`config.mk`:
```
export PLATFORM = sky130hd
export DESIGN_NAME = tag_compare_assoc
export DESIGN_NICKNAME = d
export VERILOG_FILES = /design/src/rtl/tag_compare_assoc_pkg.sv /design/src/rtl/tag_compare_assoc_way_select.sv /design/src/rtl/tag_compare_assoc.sv
export SDC_FILE = /design/constraint.sdc
export NUM_CORES = 1
export LEC_CHECK = 0
export CORE_MARGIN = 1
export CORE_UTILIZATION = 40
export CTS_BUF_LIST = sky130_fd_sc_hd__clkbuf_8
export CTS_CLUSTER_DIAMETER = 40
export DETAILED_ROUTE_END_ITERATION = 12
export PLACE_DENSITY = 0.75
export SYNTH_ARGS = -nofsm -noshare
export SYNTH_HDL_FRONTEND = slang
export SYNTH_HIERARCHICAL = 1
export SYNTH_SLANG_ARGS = --single-unit
```
`constraint.sdc`:
```
create_clock -name clk -period 2.9 [get_ports clk]
set_clock_uncertainty 0.1 [all_clocks]
set_input_delay 0.725 -clock clk [delete_from_list [all_inputs] [get_ports clk]]
set_output_delay 0.725 -clock clk [all_outputs]
set_load 0.005 [all_outputs]
```
`src/rtl/tag_compare_assoc_pkg.sv`:
```
// Shared definitions for the set-associative tag compare block.
// Holds the parameter defaults, the per-way metadata field layout and the
// controller state encoding.
package tag_compare_assoc_pkg;

  localparam int unsigned DEF_ADDR_WIDTH   = 32;
  localparam int unsigned DEF_DATA_WIDTH   = 32;
  localparam int unsigned DEF_TID_WIDTH    = 4;
  localparam int unsigned DEF_INDEX_WIDTH  = 6;
  localparam int unsigned DEF_OFFSET_WIDTH = 4;
  localparam int unsigned DEF_WAYS         = 4;

  // Per-way metadata entry is {valid, dirty, tag}; tag sits in the LSBs.
  localparam int unsigned META_TAG_LSB = 0;

  function automatic int unsigned meta_dirty_pos(input int unsigned tag_w);
    return tag_w;
  endfunction

  function automatic int unsigned meta_valid_pos(input int unsigned tag_w);
    return tag_w + 1;
  endfunction

  // A way index needs at least one bit, even for a direct-mapped cache.
  function automatic int unsigned way_idx_width(input int unsigned ways);
    return (ways > 1) ? $clog2(ways) : 1;
  endfunction

  typedef enum logic [1:0] {
    S_IDLE  = 2'd0,
    S_CMP   = 2'd1,
    S_ISSUE = 2'd2
  } state_e;

endpackage

```
`src/rtl/tag_compare_assoc_way_select.sv`:
```
// Hit detection and victim selection.
// Ports:
//   clk, rst_n    : clock, asynchronous active-low reset
//   valid_i       : per-way valid bits
//   tags_i        : per-way tags, way 0 in the LSBs
//   cmp_tag_i     : tag field of the request address
//   update_i      : compare cycle strobe; lets the round-robin pointer move
//   hit_o         : at least one way hits
//   multihit_o    : more than one way hits
//   hit_way_o     : lowest-numbered hitting way
//   victim_way_o  : lowest invalid way, else the round-robin pointer
module tag_compare_assoc_way_select
  import tag_compare_assoc_pkg::*;
#(
  parameter int unsigned WAYS      = DEF_WAYS,
  parameter int unsigned TAG_WIDTH = 22,
  localparam int unsigned WAY_W    = way_idx_width(WAYS)
) (
  input  logic                      clk,
  input  logic                      rst_n,
  input  logic [WAYS-1:0]           valid_i,
  input  logic [WAYS*TAG_WIDTH-1:0] tags_i,
  input  logic [TAG_WIDTH-1:0]      cmp_tag_i,
  input  logic                      update_i,
  output logic                      hit_o,
  output logic                      multihit_o,
  output logic [WAY_W-1:0]          hit_way_o,
  output logic [WAY_W-1:0]          victim_way_o
);

  logic [WAYS-1:0]  hit_vec;
  logic             all_valid;
  logic [WAY_W-1:0] rr_q, rr_d;

  always_comb begin
    hit_vec = '0;
    for (int unsigned w = 0; w < WAYS; w++) begin
      hit_vec[w] = valid_i[w] && (tags_i[w*TAG_WIDTH +: TAG_WIDTH] == cmp_tag_i);
    end
    hit_o      = |hit_vec;
    // Clearing the lowest set bit leaves something only if two or more were set.
    multihit_o = (hit_vec & (hit_vec - WAYS'(1))) != '0;
    all_valid  = &valid_i;

    // Downward scans so the lowest-numbered candidate is written last.
    hit_way_o    = '0;
    victim_way_o = rr_q;
    for (int unsigned w = WAYS; w > 0; w--) begin
      if (hit_vec[w-1]) hit_way_o = WAY_W'(w - 1);
      if (!valid_i[w-1]) victim_way_o = WAY_W'(w - 1);
    end

    rr_d = rr_q;
    if (update_i && !hit_o && all_valid) begin
      rr_d = (rr_q == WAY_W'(WAYS - 1)) ? '0 : rr_q + WAY_W'(1);
    end
  end

  always_ff @(posedge clk or negedge rst_n) begin
    if (!rst_n) rr_q <= '0;
    else        rr_q <= rr_d;
  end

endmodule

```
`src/rtl/tag_compare_assoc.sv`:
```
// Set-associative tag compare and request dispatch.
// Accepts a request together with its tag-read response, compares tags for
// one cycle, then issues the resulting transactions:
//   rob  : read-hit data {tid, line}
//   ar   : miss fetch {tid, line-aligned addr}
//   wb   : dirty-victim writeback {victim addr, victim line}
//   fill : cache update for writes {addr, way, data, dirty=1}
// Each issue channel holds valid/data until its own ready.
// hit_cnt_o / miss_cnt_o are saturating; multihit_err_o is sticky until reset.
module tag_compare_assoc
  import tag_compare_assoc_pkg::*;
#(
  parameter int unsigned ADDR_WIDTH   = DEF_ADDR_WIDTH,
  parameter int unsigned DATA_WIDTH   = DEF_DATA_WIDTH,
  parameter int unsigned TID_WIDTH    = DEF_TID_WIDTH,
  parameter int unsigned INDEX_WIDTH  = DEF_INDEX_WIDTH,
  parameter int unsigned OFFSET_WIDTH = DEF_OFFSET_WIDTH,
  parameter int unsigned WAYS         = DEF_WAYS,
  localparam int unsigned TAG_WIDTH   = ADDR_WIDTH - INDEX_WIDTH - OFFSET_WIDTH,
  localparam int unsigned WAY_W       = way_idx_width(WAYS)
) (
  input  logic                              clk,
  input  logic                              rst_n,
  input  logic                              req_valid_i,
  output logic                              req_ready_o,
  input  logic                              req_write_i,
  input  logic [TID_WIDTH-1:0]              req_tid_i,
  input  logic [ADDR_WIDTH-1:0]             req_addr_i,
  input  logic [DATA_WIDTH-1:0]             req_wdata_i,
  input  logic                              meta_valid_i,
  output logic                              meta_ready_o,
  input  logic [WAYS*(2+TAG_WIDTH)-1:0]     meta_i,
  input  logic [WAYS*DATA_WIDTH-1:0]        line_i,
  output logic                              rob_valid_o,
  input  logic                              rob_ready_i,
  output logic [TID_WIDTH+DATA_WIDTH-1:0]   rob_data_o,
  output logic                              ar_valid_o,
  input  logic                              ar_ready_i,
  output logic [TID_WIDTH+ADDR_WIDTH-1:0]   ar_data_o,
  output logic                              wb_valid_o,
  input  logic                              wb_ready_i,
  output logic [ADDR_WIDTH+DATA_WIDTH-1:0]  wb_data_o,
  output logic                              fill_valid_o,
  input  logic                              fill_ready_i,
  output logic [ADDR_WIDTH+WAY_W+DATA_WIDTH:0] fill_data_o,
  output logic [31:0]                       hit_cnt_o,
  output logic [31:0]                       miss_cnt_o,
  output logic                              multihit_err_o
);

  localparam int unsigned MW   = 2 + TAG_WIDTH;
  localparam int unsigned DPOS = meta_dirty_pos(TAG_WIDTH);
  localparam int unsigned VPOS = meta_valid_pos(TAG_WIDTH);

  state_e state_q, state_d;

  logic                             write_q, write_d;
  logic [TID_WIDTH-1:0]             tid_q, tid_d;
  logic [ADDR_WIDTH-1:0]            addr_q, addr_d;
  logic [DATA_WIDTH-1:0]            wdata_q, wdata_d;
  logic [WAYS*MW-1:0]               meta_q, meta_d;
  logic [WAYS*DATA_WIDTH-1:0]       line_q, line_d;

  logic rob_pend_q, rob_pend_d, ar_pend_q, ar_pend_d;
  logic wb_pend_q, wb_pend_d, fill_pend_q, fill_pend_d;
  logic [TID_WIDTH+DATA_WIDTH-1:0]      rob_data_q, rob_data_d;
  logic [TID_WIDTH+ADDR_WIDTH-1:0]      ar_data_q, ar_data_d;
  logic [ADDR_WIDTH+DATA_WIDTH-1:0]     wb_data_q, wb_data_d;
  logic [ADDR_WIDTH+WAY_W+DATA_WIDTH:0] fill_data_q, fill_data_d;
  logic [31:0] hit_cnt_q, hit_cnt_d, miss_cnt_q, miss_cnt_d;
  logic        multihit_q, multihit_d;

  logic [WAYS-1:0]           valid_vec;
  logic [WAYS*TAG_WIDTH-1:0] tags_flat;
  logic                      ws_hit, ws_multi;
  logic [WAY_W-1:0]          ws_hit_way, ws_victim;
  logic [MW-1:0]             vic_meta;
  logic                      vic_dirty;
  logic [DATA_WIDTH-1:0]     hit_line, vic_line;
  logic [ADDR_WIDTH-1:0]     line_addr, wb_addr;
  logic                      accept, in_cmp, issue_done;

  always_comb begin
    valid_vec = '0;
    tags_flat = '0;
    for (int unsigned w = 0; w < WAYS; w++) begin
      valid_vec[w] = meta_q[w*MW + VPOS];
      tags_flat[w*TAG_WIDTH +: TAG_WIDTH] = meta_q[w*MW + META_TAG_LSB +: TAG_WIDTH];
    end
  end

  assign in_cmp = (state_q == S_CMP);
  assign accept = (state_q == S_IDLE) && req_valid_i && meta_valid_i;

  tag_compare_assoc_way_select #(
    .WAYS      (WAYS),
    .TAG_WIDTH (TAG_WIDTH)
  ) u_way_select (
    .clk          (clk),
    .rst_n        (rst_n),
    .valid_i      (valid_vec),
    .tags_i       (tags_flat),
    .cmp_tag_i    (addr_q[ADDR_WIDTH-1 -: TAG_WIDTH]),
    .update_i     (in_cmp),
    .hit_o        (ws_hit),
    .multihit_o   (ws_multi),
    .hit_way_o    (ws_hit_way),
    .victim_way_o (ws_victim)
  );

  always_comb begin
    vic_meta  = meta_q[ws_victim*MW +: MW];
    // An invalid way never needs writing back, whatever its dirty bit says.
    vic_dirty = vic_meta[VPOS] && vic_meta[DPOS];
    vic_line  = line_q[ws_victim*DATA_WIDTH +: DATA_WIDTH];
    hit_line  = line_q[ws_hit_way*DATA_WIDTH +: DATA_WIDTH];
    line_addr = {addr_q[ADDR_WIDTH-1:OFFSET_WIDTH], {OFFSET_WIDTH{1'b0}}};
    wb_addr   = {vic_meta[META_TAG_LSB +: TAG_WIDTH],
                 addr_q[OFFSET_WIDTH +: INDEX_WIDTH], {OFFSET_WIDTH{1'b0}}};
  end

  // Datapath: capture, decision, and per-channel completion.
  always_comb begin
    write_d     = write_q;
    tid_d       = tid_q;
    addr_d      = addr_q;
    wdata_d     = wdata_q;
    meta_d      = meta_q;
    line_d      = line_q;
    rob_pend_d  = rob_pend_q;
    ar_pend_d   = ar_pend_q;
    wb_pend_d   = wb_pend_q;
    fill_pend_d = fill_pend_q;
    rob_data_d  = rob_data_q;
    ar_data_d   = ar_data_q;
    wb_data_d   = wb_data_q;
    fill_data_d = fill_data_q;
    hit_cnt_d   = hit_cnt_q;
    miss_cnt_d  = miss_cnt_q;
    multihit_d  = multihit_q | (in_cmp && ws_multi);

    if (accept) begin
      write_d = req_write_i;
      tid_d   = req_tid_i;
      addr_d  = req_addr_i;
      wdata_d = req_wdata_i;
      meta_d  = meta_i;
      line_d  = line_i;
    end

    if (in_cmp) begin
      if (ws_hit) begin
        if (hit_cnt_q != '1) hit_cnt_d = hit_cnt_q + 32'd1;
        if (write_q) begin
          fill_pend_d = 1'b1;
          fill_data_d = {addr_q, ws_hit_way, wdata_q, 1'b1};
        end else begin
          rob_pend_d = 1'b1;
          rob_data_d = {tid_q, hit_line};
        end
      end else begin
        if (miss_cnt_q != '1) miss_cnt_d = miss_cnt_q + 32'd1;
        if (write_q) begin
          fill_pend_d = 1'b1;
          fill_data_d = {addr_q, ws_victim, wdata_q, 1'b1};
        end else begin
          ar_pend_d = 1'b1;
          ar_data_d = {tid_q, line_addr};
        end
        if (vic_dirty) begin
          wb_pend_d = 1'b1;
          wb_data_d = {wb_addr, vic_line};
        end
      end
    end

    if (state_q == S_ISSUE) begin
      rob_pend_d  = rob_pend_q  && !rob_ready_i;
      ar_pend_d   = ar_pend_q   && !ar_ready_i;
      wb_pend_d   = wb_pend_q   && !wb_ready_i;
      fill_pend_d = fill_pend_q && !fill_ready_i;
    end
  end

  assign issue_done = !(rob_pend_q && !rob_ready_i) && !(ar_pend_q && !ar_ready_i) &&
                      !(wb_pend_q && !wb_ready_i) && !(fill_pend_q && !fill_ready_i);

  always_ff @(posedge clk or negedge rst_n) begin
    if (!rst_n) state_q <= S_IDLE;
    else        state_q <= state_d;
  end

  always_comb begin
    state_d = state_q;
    unique case (state_q)
      S_IDLE:  if (req_valid_i && meta_valid_i) state_d = S_CMP;
      S_CMP:   state_d = S_ISSUE;
      S_ISSUE: if (issue_done) state_d = S_IDLE;
      default: state_d = S_IDLE;
    endcase
  end

  always_comb begin
    // Gated by rst_n so both readies are low for the whole reset.
    req_ready_o    = rst_n && (state_q == S_IDLE);
    meta_ready_o   = rst_n && (state_q == S_IDLE);
    rob_valid_o    = rob_pend_q;
    ar_valid_o     = ar_pend_q;
    wb_valid_o     = wb_pend_q;
    fill_valid_o   = fill_pend_q;
    rob_data_o     = rob_data_q;
    ar_data_o      = ar_data_q;
    wb_data_o      = wb_data_q;
    fill_data_o    = fill_data_q;
    hit_cnt_o      = hit_cnt_q;
    miss_cnt_o     = miss_cnt_q;
    multihit_err_o = multihit_q;
  end

  always_ff @(posedge clk or negedge rst_n) begin
    if (!rst_n) begin
      write_q     <= 1'b0;
      tid_q       <= '0;
      addr_q      <= '0;
      wdata_q     <= '0;
      meta_q      <= '0;
      line_q      <= '0;
      rob_pend_q  <= 1'b0;
      ar_pend_q   <= 1'b0;
      wb_pend_q   <= 1'b0;
      fill_pend_q <= 1'b0;
      rob_data_q  <= '0;
      ar_data_q   <= '0;
      wb_data_q   <= '0;
      fill_data_q <= '0;
      hit_cnt_q   <= '0;
      miss_cnt_q  <= '0;
      multihit_q  <= 1'b0;
    end else begin
      write_q     <= write_d;
      tid_q       <= tid_d;
      addr_q      <= addr_d;
      wdata_q     <= wdata_d;
      meta_q      <= meta_d;
      line_q      <= line_d;
      rob_pend_q  <= rob_pend_d;
      ar_pend_q   <= ar_pend_d;
      wb_pend_q   <= wb_pend_d;
      fill_pend_q <= fill_pend_d;
      rob_data_q  <= rob_data_d;
      ar_data_q   <= ar_data_d;
      wb_data_q   <= wb_data_d;
      fill_data_q <= fill_data_d;
      hit_cnt_q   <= hit_cnt_d;
      miss_cnt_q  <= miss_cnt_d;
      multihit_q  <= multihit_d;
    end
  end

endmodule

```
==> results.json <==
{
  "status": "finished with violations",
  "violations": "negative setup slack",
  "ys.flop_type": "dfrtp_1",
  "regToRegSetupSlack_ns": -0.29,
  "die_area_um2": 63270,
  "fmax_mhz": 313.4,
  "fin_crit_sh_pct": 110.0,
  "crit_path_start_kind": "flop",
  "grt-ovfl-total": 0,
  "syn_inst": 1645,
  "p_int_uw": 25550,
  "drt_iter0_drc": 1016,
  "critPathKind": "reg -> reg",
  "max_slew_margin_pct": 30.18,
  "area_delta_synth_final_pct": 46.33,
  "hold_violations": 0,
  "drt-pass1-iter-count": 5,
  "critPathRequiredTime_ns": 3.36,
  "cts_num_sinks": 561,
  "grt_pass1_vias": 18740,
  "drc_errors": 0,
  "rows": 91,
  "p_clk_share_pct": 21.9,
  "seq_area_um2": 14050,
  "worst_slack_ns": -0.2905,
  "hp-class": "reg -> reg",
  "powerDensity_nw_per_um2": 1032,
  "synth_cell_types": 52,
  "path_cells": "xnor2_2 -> nand4_1 -> nor4_4 -> nand3_2 -> nand2b_4 -> a21boi_4 -> buf_4 -> buf_12 -> buf_12 -> mux4_2 -> mux2_2",
  "die_h_um": 251.5,
  "p_switching_uw": 12060,
  "grt_pass1_wl_um": 112700,
  "yosysSeqAreaShare_pct": 56.36,
  "die_x_um": 251.5,
  "clkTransAtPathRegs_ns": 0.07,
  "numCtsBuffers": 106,
  "gp_congestion": 0.9195,
  "crit_fanout": 8,
  "setup_viol": 171,
  "cp_common_cell": "buf_12",
  "swShare_pct": 32.07,
  "vias_per_cell": 5.215,
  "drive_gt1_share_pct": 41.39,
  "ir_drop_mv": 0.5244,
  "seq_power_share_pct": 36.9,
  "cts_max_path_buffers": 3,
  "nets": 2741,
  "ys_async_sr_fraction_pct": 100.0,
  "vias": 17550,
  "utilization_pct": 59.17,
  "antenna_found_initial": 23,
  "fillCellCount": 4789,
  "min_period_ns": 3.191,
  "ios": 575,
  "synth-seq-cells": 561,
  "fp.coreArea_um2": 61600,
  "synth.avg_cell_area_um2": 15.14,
  "dp_hpwl_um": 53150,
  "synth_edf_count": 0,
  "end_kind": "flop",
  "initial_utilization_pct": 40.44,
  "power.leakage_uw": 0.01565,
  "htree_levels": 3,
  "portBuffers": 566,
  "cp.arrival_ns": 3.65,
  "antenna_left": 0,
  "critPathSlowestCell": "mux4_2",
  "cts_tree": "built",
  "clockRootBuffer": "clkbuf_8",
  "combPwrFrac_pct": 41.2,
  "rsz0062_at_grt": "true",
  "track_usage_pct": 23.53,
  "slowest_delay_ns": 0.50,
  "yosysWarnings": 6,
  "grt_max_degree": 178,
  "maxCapViolCount": 0,
  "worst_slew_pin_slew_ns": 1.047,
  "tns_ns": -19.11,
  "syn_area_um2": 24910,
  "drv_slew": 0,
  "clock_latency_ns": 0.70,
  "post_drt_wl_per_cell_um": 23.21,
  "routed_wl_um": 78120,
  "multi_input_area_um2": 11210
}
-- critical path: cells and delay by family, from the launching register on --
kind            cells  cell delay, ns
compound gates      1            0.15
buf+inv             3            0.42
xor+xnor            1            0.28
flops               1            0.42
mux                 2            0.77
simple gates        4            0.88
-- synthesized netlist by cell type (3+ instances only) --
cell type,instances,share of area (%)
clkbuf_1,46,0.69
buf_1,8,0.12
xor2_1,66,2.3
dfrtp_1,561,56
ha_1,7,0.35
nor4_4,4,0.34
and3_1,9,0.23
xnor2_1,79,2.8
a31oi_1,4,0.10
nor4_2,4,0.20
nand4_2,4,0.20
nor3_1,12,0.24
inv_1,14,0.21
nand3_1,28,0.56
o21ai_0,9,0.18
buf_4,10,0.30
mux2_2,490,22
nor4_1,13,0.33
buf_2,21,0.42
mux4_2,87,7.9
nor2_1,29,0.44
nand2_1,46,0.69
buf_6,3,0.14
a21boi_0,3,0.090
and4_1,9,0.32
nor3b_1,3,0.090
nand4_1,38,0.95
nand2b_1,4,0.10
-- cells in the final DEF, fill, tap and decap left out, drive strengths merged, types with 2 or more instances in the layout --
master         netlist  layout
nand3               28      28
nand2b               4       4
inv                 14      43
a21boi               3       3
nor3                12      12
clkinvlp             0       6
and2                 2       2
mux2               492     492
and3                 9       9
nand2               48      48
a31oi                4       4
and4                 9       9
nor2b                2       2
ha                   7       7
or2                  2       2
or3                  2       2
clkinv               0      18
o21ai                9       9
xor2                66      66
and3b                2       2
a211oi               2       2
clkbuf              46     136
dfrtp              561     561
xnor2               81      81
nor3b                4       4
buf                 42     188
nor2                29      29
conb                 1       8
nor4                21      21
o22ai                2       2
bufinv               0       8
clkdlybuf4s50        0     565
mux4                87      87
diode                0      14
nand4               42      42
mux2i                2       2
-- metal layers --
metal	global-route usage [%]	up-vias	part of all wire, %
met5	0	-	0.13
met4	11.39	16	3.9
met3	6.561	177	7.2
met2	38.60	654	50
met1	28.59	9087	39
li1	-	7620	-
-- worst paths after layout --
kind,to,cells past startpoint,start
setup / recovery,rob_data_o[16],11,meta_q[77]
hold / removal,multihit_err_o,1,multihit_err_o
max in group asynchronous,wb_data_o[6],4,rst_n
setup reg to reg,rob_data_o[16],11,meta_q[77]
min in group asynchronous,line_q[127],3,rst_n
hold reg to reg,multihit_err_o,1,multihit_err_o
-- logic make-up after synthesis --
family                     Yosys count  synth area share, %
AOI/OAI and AO/OA                   28               0.8087
xor gates and xnor gates           147                5.229
adders and majority gates            7               0.3516
buffers and inverters              102                1.884
DFF                                561                56.36
muxes                              581                30.19
other                                1              0.01505
and+or+nand+nor                    218                5.164
-- power by group through the flow --
stage                     Combinational, uW  Clock, uW  Sequential [uW]
after floorplan                        7670          0            13200
after global placement                14000          0            13500
after detailed placement              14300          0            13800
after CTS                             14700       8430            13800
after global routing                  16400       8810            14300
final                                 15500       8250            13900
-- per-stage QoR --
step           setup slack [ns]  power [uW]  std cells  cell area, um^2  hold slack (ns)
2_1_floorplan           0.02824       20880       1652            24960           0.3294
3_3_place_gp            -0.5570       27580       3110            32760           0.3499
3_5_place_dp            -0.5937       28160       3110            32760           0.3534
4_1_cts                 -0.2386       36880       3316            35400           0.3638
5_1_grt                 -0.3870       39440       3364            36450           0.3731
6_report                -0.2905       37620       3366            36450           0.3580
-- repair_timing --
| action | CTS | global route |
|---|---|---|
| gates cloned | 0 | 10 |
| resized for setup | 41 | 127 |
| endpoints found under the hold margin | 22 | 0 |
| setup endpoints to repair | 195 | 174 |
| pin swaps | 11 | 34 |
| hold buffers | 1 | 0 |
| buffers inserted | 16 | 27 |
-- registers in the layout, indices dropped and copies added (netlist names), 2 cells and up --
name	count
line_q	128
tid_q	4
u_way_select/rr_q	2
miss_cnt_o	32
ar_data_o	32
fill_data_o	67
hit_cnt_o	32
wdata_q	32
rob_data_o	36
addr_q	32
state_q	2
meta_q	96
wb_data_o	60
-- cell type report --
cell class	instances	share of cell area, %
diodes	14	0.09611
clock buffers	129	4.871
clock inverters	61	1.421
inverters	14	0.1442
multi-input cells	989	30.77
flip-flops and latches	561	38.53
well taps	837	2.873
repair buffers	761	21.29
No activity file was read; power rests on OpenSTA's default activity.
